[config.mk]
export PLATFORM = sky130hd
export DESIGN_NAME = spi_uart_bridge
export DESIGN_NICKNAME = d
export VERILOG_FILES = /design/src/rtl/spi_uart_bridge.sv
export SDC_FILE = /design/constraint.sdc
export NUM_CORES = 1
export LEC_CHECK = 0
export CORE_MARGIN = 2
export CORE_UTILIZATION = 65
export CTS_CLUSTER_SIZE = 10
export DETAILED_ROUTE_END_ITERATION = 8
export GPL_TIMING_DRIVEN = 1
export PLACE_DENSITY = 0.83
export SYNTH_ARGS = -nofsm -noshare
export SYNTH_HDL_FRONTEND = slang
export SYNTH_SLANG_ARGS = --single-unit
[constraint.sdc]
create_clock -name Clock -period 5.5 [get_ports Clock]
set_input_delay 1.1 -clock Clock [delete_from_list [all_inputs] [get_ports Clock]]
set_output_delay 1.1 -clock Clock [all_outputs]
set_load 0.005 [all_outputs]
[src/rtl/spi_uart_bridge.sv]
// spi_uart_bridge: buffers SPI slave bytes out to a UART TX and UART RX bytes back to the SPI slave
module spi_uart_bridge #(
    parameter int DATA_WIDTH = 8,
    parameter int TX_DEPTH = 16,
    parameter int RX_DEPTH = 16,
    parameter logic [DATA_WIDTH-1:0] IDLE_BYTE = 8'hFF,
    localparam int TAW = $clog2(TX_DEPTH),
    localparam int RAW = $clog2(RX_DEPTH)
) (
    input  logic                  Clock,
    input  logic                  Reset,
    input  logic                  spi_data_ready,
    input  logic [DATA_WIDTH-1:0] spi_received_data,
    output logic                  spi_read_ack,
    output logic [DATA_WIDTH-1:0] spi_data_to_send,
    input  logic                  uart_ready,
    output logic                  start_uart,
    output logic [DATA_WIDTH-1:0] uart_data,
    input  logic                  rx_valid,
    input  logic [DATA_WIDTH-1:0] rx_data,
    input  logic                  clear_status,
    output logic [TAW:0]          tx_level,
    output logic [RAW:0]          rx_level,
    output logic                  tx_overflow,
    output logic                  rx_overflow
);
    typedef enum logic {ING_IDLE, ING_WAIT_LOW} ing_t;
    typedef enum logic [1:0] {DR_IDLE, DR_START, DR_WAIT} dr_t;

    ing_t ing_state, ing_next;
    dr_t  dr_state, dr_next;

    logic [DATA_WIDTH-1:0] tx_mem [TX_DEPTH];
    logic [DATA_WIDTH-1:0] rx_mem [RX_DEPTH];
    logic [TAW:0] tx_wr, tx_rd;
    logic [RAW:0] rx_wr, rx_rd, rx_wr_nx, rx_rd_nx;
    logic [DATA_WIDTH-1:0] spi_byte, rx_head_nx;
    logic tx_full, tx_empty, rx_full, rx_empty;
    logic tx_push, tx_pop, tx_drop, rx_push, rx_pop, rx_drop, take;

    assign tx_full  = (tx_wr[TAW] != tx_rd[TAW]) && (tx_wr[TAW-1:0] == tx_rd[TAW-1:0]);
    assign tx_empty = tx_wr == tx_rd;
    assign rx_full  = (rx_wr[RAW] != rx_rd[RAW]) && (rx_wr[RAW-1:0] == rx_rd[RAW-1:0]);
    assign rx_empty = rx_wr == rx_rd;

    // The registered ack pulse is the push strobe, so full is judged on pre-edge pointers.
    assign tx_push = spi_read_ack && !tx_full;
    assign tx_drop = spi_read_ack && tx_full;
    assign rx_push = rx_valid && !rx_full;
    assign rx_drop = rx_valid && rx_full;
    assign rx_pop  = spi_read_ack && !rx_empty;

    assign rx_wr_nx = rx_wr + {{RAW{1'b0}}, rx_push};
    assign rx_rd_nx = rx_rd + {{RAW{1'b0}}, rx_pop};
    // A byte written into the slot that becomes the head is not yet in memory: bypass it.
    assign rx_head_nx = (rx_push && rx_rd_nx == rx_wr) ? rx_data : rx_mem[rx_rd_nx[RAW-1:0]];

    assign tx_level   = tx_wr - tx_rd;
    assign rx_level   = rx_wr - rx_rd;
    assign start_uart = dr_state == DR_START;

    always_comb begin
        take     = ing_state == ING_IDLE && spi_data_ready;
        ing_next = take ? ING_WAIT_LOW
                 : (ing_state == ING_WAIT_LOW && !spi_data_ready) ? ING_IDLE
                 : ing_state;
    end

    always_comb begin
        tx_pop  = dr_state == DR_IDLE && !tx_empty && uart_ready;
        dr_next = tx_pop ? DR_START
                : dr_state == DR_START ? DR_WAIT
                : (dr_state == DR_WAIT && uart_ready) ? DR_IDLE
                : dr_state;
    end

    always_ff @(posedge Clock or posedge Reset) begin
        if (Reset) begin
            ing_state        <= ING_IDLE;
            dr_state         <= DR_IDLE;
            spi_read_ack     <= 1'b0;
            spi_byte         <= '0;
            uart_data        <= '0;
            spi_data_to_send <= IDLE_BYTE;
            tx_wr            <= '0;
            tx_rd            <= '0;
            rx_wr            <= '0;
            rx_rd            <= '0;
            tx_overflow      <= 1'b0;
            rx_overflow      <= 1'b0;
        end else begin
            ing_state        <= ing_next;
            dr_state         <= dr_next;
            spi_read_ack     <= take;
            if (take) spi_byte <= spi_received_data;
            if (tx_pop) uart_data <= tx_mem[tx_rd[TAW-1:0]];
            tx_wr            <= tx_wr + {{TAW{1'b0}}, tx_push};
            tx_rd            <= tx_rd + {{TAW{1'b0}}, tx_pop};
            rx_wr            <= rx_wr_nx;
            rx_rd            <= rx_rd_nx;
            spi_data_to_send <= (rx_rd_nx == rx_wr_nx) ? IDLE_BYTE : rx_head_nx;
            tx_overflow      <= tx_drop | (tx_overflow & ~clear_status);
            rx_overflow      <= rx_drop | (rx_overflow & ~clear_status);
        end
    end

    always_ff @(posedge Clock) begin
        if (tx_push) tx_mem[tx_wr[TAW-1:0]] <= spi_byte;
        if (rx_push) rx_mem[rx_wr[RAW-1:0]] <= rx_data;
    end
endmodule

# Word-level counts from Yosys, hierarchy flattened
# Memories as Yosys holds them, arrays and structs flattened. A register that Yosys moved wholly into a read port is not among the register bits.
# Index checks and enable logic that the tools add are counted.
[word_totals]
regBits = 42
latchBits = 0
mem_bits_rw = 256
rom_bits = 0
input_bits = 22
wordCells = 67
n_memories = 2
[classes]
n_addsub = 6
mul = 0
div_mod_pow = 0
n_lt_le_gt_ge = 0
eq_ne = 10
shifts = 0
muxes = 11
bitwise = 6
n_reduce_logical = 21
[memory_table]
columns = ["memory", "depth", "width", "rd", "rd_clocked_by_memory_dff", "wr", "line_no", "text"]
rows = [
  ["rx_mem", 16, 8, 1, 0, 1, "34", "logic [DATA_WIDTH-1:0] rx_mem [RX_DEPTH];"],
  ["tx_mem", 16, 8, 1, 1, 1, "33", "logic [DATA_WIDTH-1:0] tx_mem [TX_DEPTH];"],
]
[op_table]
columns = ["op", "count"]
rows = [
  ["5-bit by 1-bit adder with 5-bit output", 4],
  ["5-bit == test", 4],
  ["8-bit 2-to-1 mux", 2],
  ["1-bit logical AND", 13],
  ["5-bit subtractor", 2],
  ["4-bit == test", 2],
  ["1-bit 2-to-1 mux", 6],
  ["2-bit 2-to-1 mux", 3],
  ["1-bit logical NOT", 5],
  ["3-bit nonzero test", 1],
  ["1-bit bitwise AND", 2],
  ["2-bit by 1-bit == test with 1-bit output, second input constant", 1],
  ["2-bit == test, second input constant", 1],
  ["2-bit logical NOT", 1],
  ["1-bit != test", 2],
  ["1-bit NOT", 2],
  ["1-bit OR", 2],
  ["2-bit nonzero test", 1],
]

# Logic depth before layout (Yosys ltp)
[depth]
word_depth = 8
depth_mapped = 14
mapped_depth_nobuf = 11

# Least setup slack after synthesis
# No wires, ideal clock.
[synth_path]
kind = "flip-flop to flip-flop"
start = "register tx_rd[1]"
end = "memory tx_mem[2][0], enable pin"
setup_time_ns = 0.383
arrival_ns = 2.557
path_slack_ns = 2.559
path_stages_with_launch = 11
n_path_buf = 3
period_less_slack_ns = 2.941
cell_sequence = "dfrtp_1 clkbuf_8 clkbuf_8 clkbuf_8 inv_1 ha_1 and4_1 nor2b_1 nor2b_1 nand3_1 nor3_1"
[synth_between]
elab_chain_cells = 6
[synth_rtl]
columns = ["item", "line_no", "text"]
rows = [
  ["start, declared", "35", "logic [TAW:0] tx_wr, tx_rd;"],
  ["start signal, assigned", "98", "tx_rd <= tx_rd + {{TAW{1'b0}}, tx_pop};"],
  ["4-bit == test", "41", "assign tx_full = (tx_wr[TAW] != tx_rd[TAW]) && (tx_wr[TAW-1:0] == tx_rd[TAW-1:0]);"],
  ["1-bit logical AND", "41", ""],
  ["1-bit logical NOT", "47", "assign tx_push = spi_read_ack && !tx_full;"],
  ["1-bit logical AND", "47", ""],
  ["1-bit 2-to-1 mux", "108", "if (tx_push) tx_mem[tx_wr[TAW-1:0]] <= spi_byte;"],
  ["1-bit 2-to-1 mux (implied by the code)", "108", ""],
  ["end, declared", "33", ""],
]
# No other way between the ends.

# Worst setup path in the final report
[layout_path]
start = "register tx_rd[0]"
end = "output port tx_level[4]"
[layout_between]
elab_chain_cells = 1
[layout_rtl]
columns = ["item", "line_no", "text"]
rows = [
  ["5-bit subtractor", "58", "assign tx_level = tx_wr - tx_rd;"],
  ["end, declared", "22", "output logic [TAW:0] tx_level,"],
]
# No other way between the ends.

==> results.md <==
* Setup WS post-layout at 1.31 ns
* Critical setup path kind: register to output port
* Flop pwr share at 0.388
* Slew Limit Fails at 0
* Hold_buf cts at 0
* Final worst path period share at 0.761
* Total global routing overflow at 0
* Wirelength per Cell at approximately 25 um
* Max frequency at 0.239 GHz
* Yosys Warn Count at 0
* Clk pin slew, worst setup/hold paths at 0.06 ns
* Number of synthesized flops with an enable pin at 256
* Vias in the first global route at ~6600
* Setup_tns at 0 ns
* CTS tree: yes
* CTS sink count at approximately 300
* Avg Cell Area, Syn at ~19 um^2
* Crit path required time at approximately 4.4 ns
* R2R Path End: spi_data_to_send[3]
* Logic pwr share at 0.366
* IO Count at 52
* Placed inst area at roughly 13000 um^2
* Worst slew pin tran at around 1.2 ns
* Worst Hold End: tx_rd[3]
* Sw Pwr at 0.00281 W
* Pin count of the biggest net entering global routing at 51
* Routability congestion estimate at 0.831
* Synthesized area at roughly 13000 um^2
* Max Cap Viol at 0
* DR vias/cell at 6.20
* CTS Buf Count at 36
* Startpoint Class: register
* Std cell rows at 50
* DRT iter0 DRCs at about 660
* Final Hold Viols at 0
* Final setup fails at 0
* Fraction of the yosys area taken by sequential cells at 0.715
* Ys flop type: edfxtp_1
* Finished layout cell area at around 14000 um^2
* Share of layout cells above drive strength 1 at 0.165
* Pre-CTS setup slack at 1.59 ns
* R2R Path Start: rx_rd[2]
* Leakage power at around 5.0 nW
* Initial Utilization at 0.665
* Non-Filler Instances at between 1000 and 1500
* Cell Int Power at a little under 0.006 W
* First-pass GRT wire length at 39.0 mm
* RSZ-0062 raised after global routing: no
* Yosys cell types at 44
* Total GRT Usage at 0.262
* Top cells by area, synth: edfxtp_1 (61%), mux4_2 (8.8%), dfrtp_1 (8.4%), mux4_1 (3.1%), mux2i_1 (2.6%)
* TritonRoute pass-1 iters at 5
* Hold path startpoint: tx_rd[3]
* Worst setup EP type: output port
* Root Driver: clkbuf_16
* Max_slew headroom at 0.175
* # fillers at slightly above 1000
* Maximum vdd drop at about 0.4 mV
* Worst Path Arrival at between 3 and 4 ns
* Reg2reg setup slack at about 1.4 ns
* Die W at 143 um
* Yosys top cell by area: edfxtp_1
* Fin nets at roughly 760
* Pwr Density at 616 nW/um^2
* Commonest non-fill, non-tap cell in the layout: edfxtp_1
* Post-Syn Instances at 651
* Hold WC Path Type: register to register
* Dpl cells at approximately 940
* DRC viols at 0
* Sw frac at 0.320
* Post-CTS resize count at 0
* Worst skew pair latency at around 0.5 ns
* Diode count at 0
* Core Area at approximately 19000 um^2
* CTS Buffer Depth at 3
* Setup Buffers After CTS at 0
* Syn_nets at around 690
* Clock group share of total power at 0.245
* Most frequent cells in the layout: edfxtp_1 (256), clkdlybuf4s50_1 (51), mux4_2 (49)
* Synth-to-layout area growth at 13.6%
* Post-synth top area share at 0.614
* Via count at ~6200
* Post-DRT Antenna Nets at 0
* Yosys reg bits at between 300 and 400
* Fin crit period at 4.19 ns
* Port buffer count at 51
* Max Fanout on Critical Path at 34
* Area of the die at 20400 um^2
* Ys async rst share at 0.163
* Clk_skew at around 0.013 ns
* Initial antenna violation count at 0
* CP startpoint: tx_rd[0]
* Die height at between 100 and 150 um
* Outcome: completed
* R2r worst-path depth at 12
* Hold Path Stages at 1
* Final WL at roughly 25 mm
* # H-tree levels at 2
* HPWL Detailed at between 15 and 20 mm
flip-flops by register name, summed over array words and instances (netlist names), 2 cells and up:
signal and flops:
uart_data 8, rx_mem 128, rx_rd 5, dr_state 2, spi_byte 8, rx_wr 5
tx_wr 5, tx_rd 5, tx_mem 128, spi_data_to_send 8
worst max path at each step:
stage,endpoint,slack (ns),cells past startpoint
after global routing,tx_level[4],1.10,8
after detailed placement,spi_data_to_send[2],1.59,11
final,tx_level[4],1.31,8
after floorplan,tx_mem[2][0],2.56,10
after global placement,spi_data_to_send[5],1.76,12
after CTS,tx_level[4],1.26,8
synthesized netlist by cell type (4+ instances only):
master	number
edfxtp_1	256
mux4_2	49
dfrtp_1	42
nand2_1	39
nor2_1	34
mux2i_1	32
inv_1	22
xnor2_1	20
ha_1	17
mux4_1	15
nand3_1	13
a21oi_1	12
mux2_2	9
a222oi_1	8
dfstp_2	8
nor3_1	8
a21o_1	6
clkbuf_1	6
clkbuf_8	6
xor2_1	6
buf_2	5
buf_4	4
nand2b_1	4
layer usage:
metal  share of wire  up-vias  global-route usage
met3           0.042       58              0.0386
met4           0.030        0              0.0922
li1                -     2709                   -
met2            0.55      212               0.470
met5               0        -                   0
met1            0.38     3263               0.331
critical path, cell delays in order (launching register included):
cell and delay [ns]:
dfrtp_2 0.33, buf_4 0.50, ha_1 0.31, fa_1 0.22, inv_1 0.06, a21o_1 0.18, a21oi_1 0.23, xnor2_1 0.18
clkdlybuf4s50_1 0.55
area by class of cell:
class	count	area, um^2	share of cell area
well taps	260	325	0.0229
repair buffers	60	578	0.0406
multi-input cells	295	3240	0.228
clock inverters	1	30.0	0.00211
inverters	23	86.3	0.00607
flip-flops and latches	306	8950	0.629
clock buffers	62	1020	0.0717
power groups by stage:
stage / combinational, W / sequential (W) / clock, W
floorplan: 0.00235 / 0.00327 / 0
CTS: 0.00323 / 0.00340 / 0.00217
detailed placement: 0.00316 / 0.00344 / 0
finish: 0.00321 / 0.00340 / 0.00215
global placement: 0.00305 / 0.00340 / 0
global route: 0.00344 / 0.00345 / 0.00225
per-stage QoR:
step / total power, W / hold slack, ns / utilization
floorplan: 0.00561 / 0.445 / -
global placement: 0.00646 / 0.460 / 0.700
detailed placement: 0.00660 / 0.464 / 0.700
CTS: 0.00880 / 0.485 / 0.755
global route: 0.00914 / 0.516 / 0.755
finish: 0.00876 / 0.488 / 0.755
cell families (layout without fill, tap and decap cells):
family / after synthesis / count (layout) / share of synthesized area
flip-flops: 306 / 306 / 0.715
AND/OR/NAND/NOR: 108 / 108 / 0.0383
multiplexers: 105 / 105 / 0.153
buffers and inverters: 50 / 146 / 0.0272
AO/OA/AOI/OAI: 33 / 33 / 0.0203
XOR/XNOR: 30 / 30 / 0.0263
adder cells (fa/ha/maj): 19 / 19 / 0.0202
(Power assumes the default switching activity.)
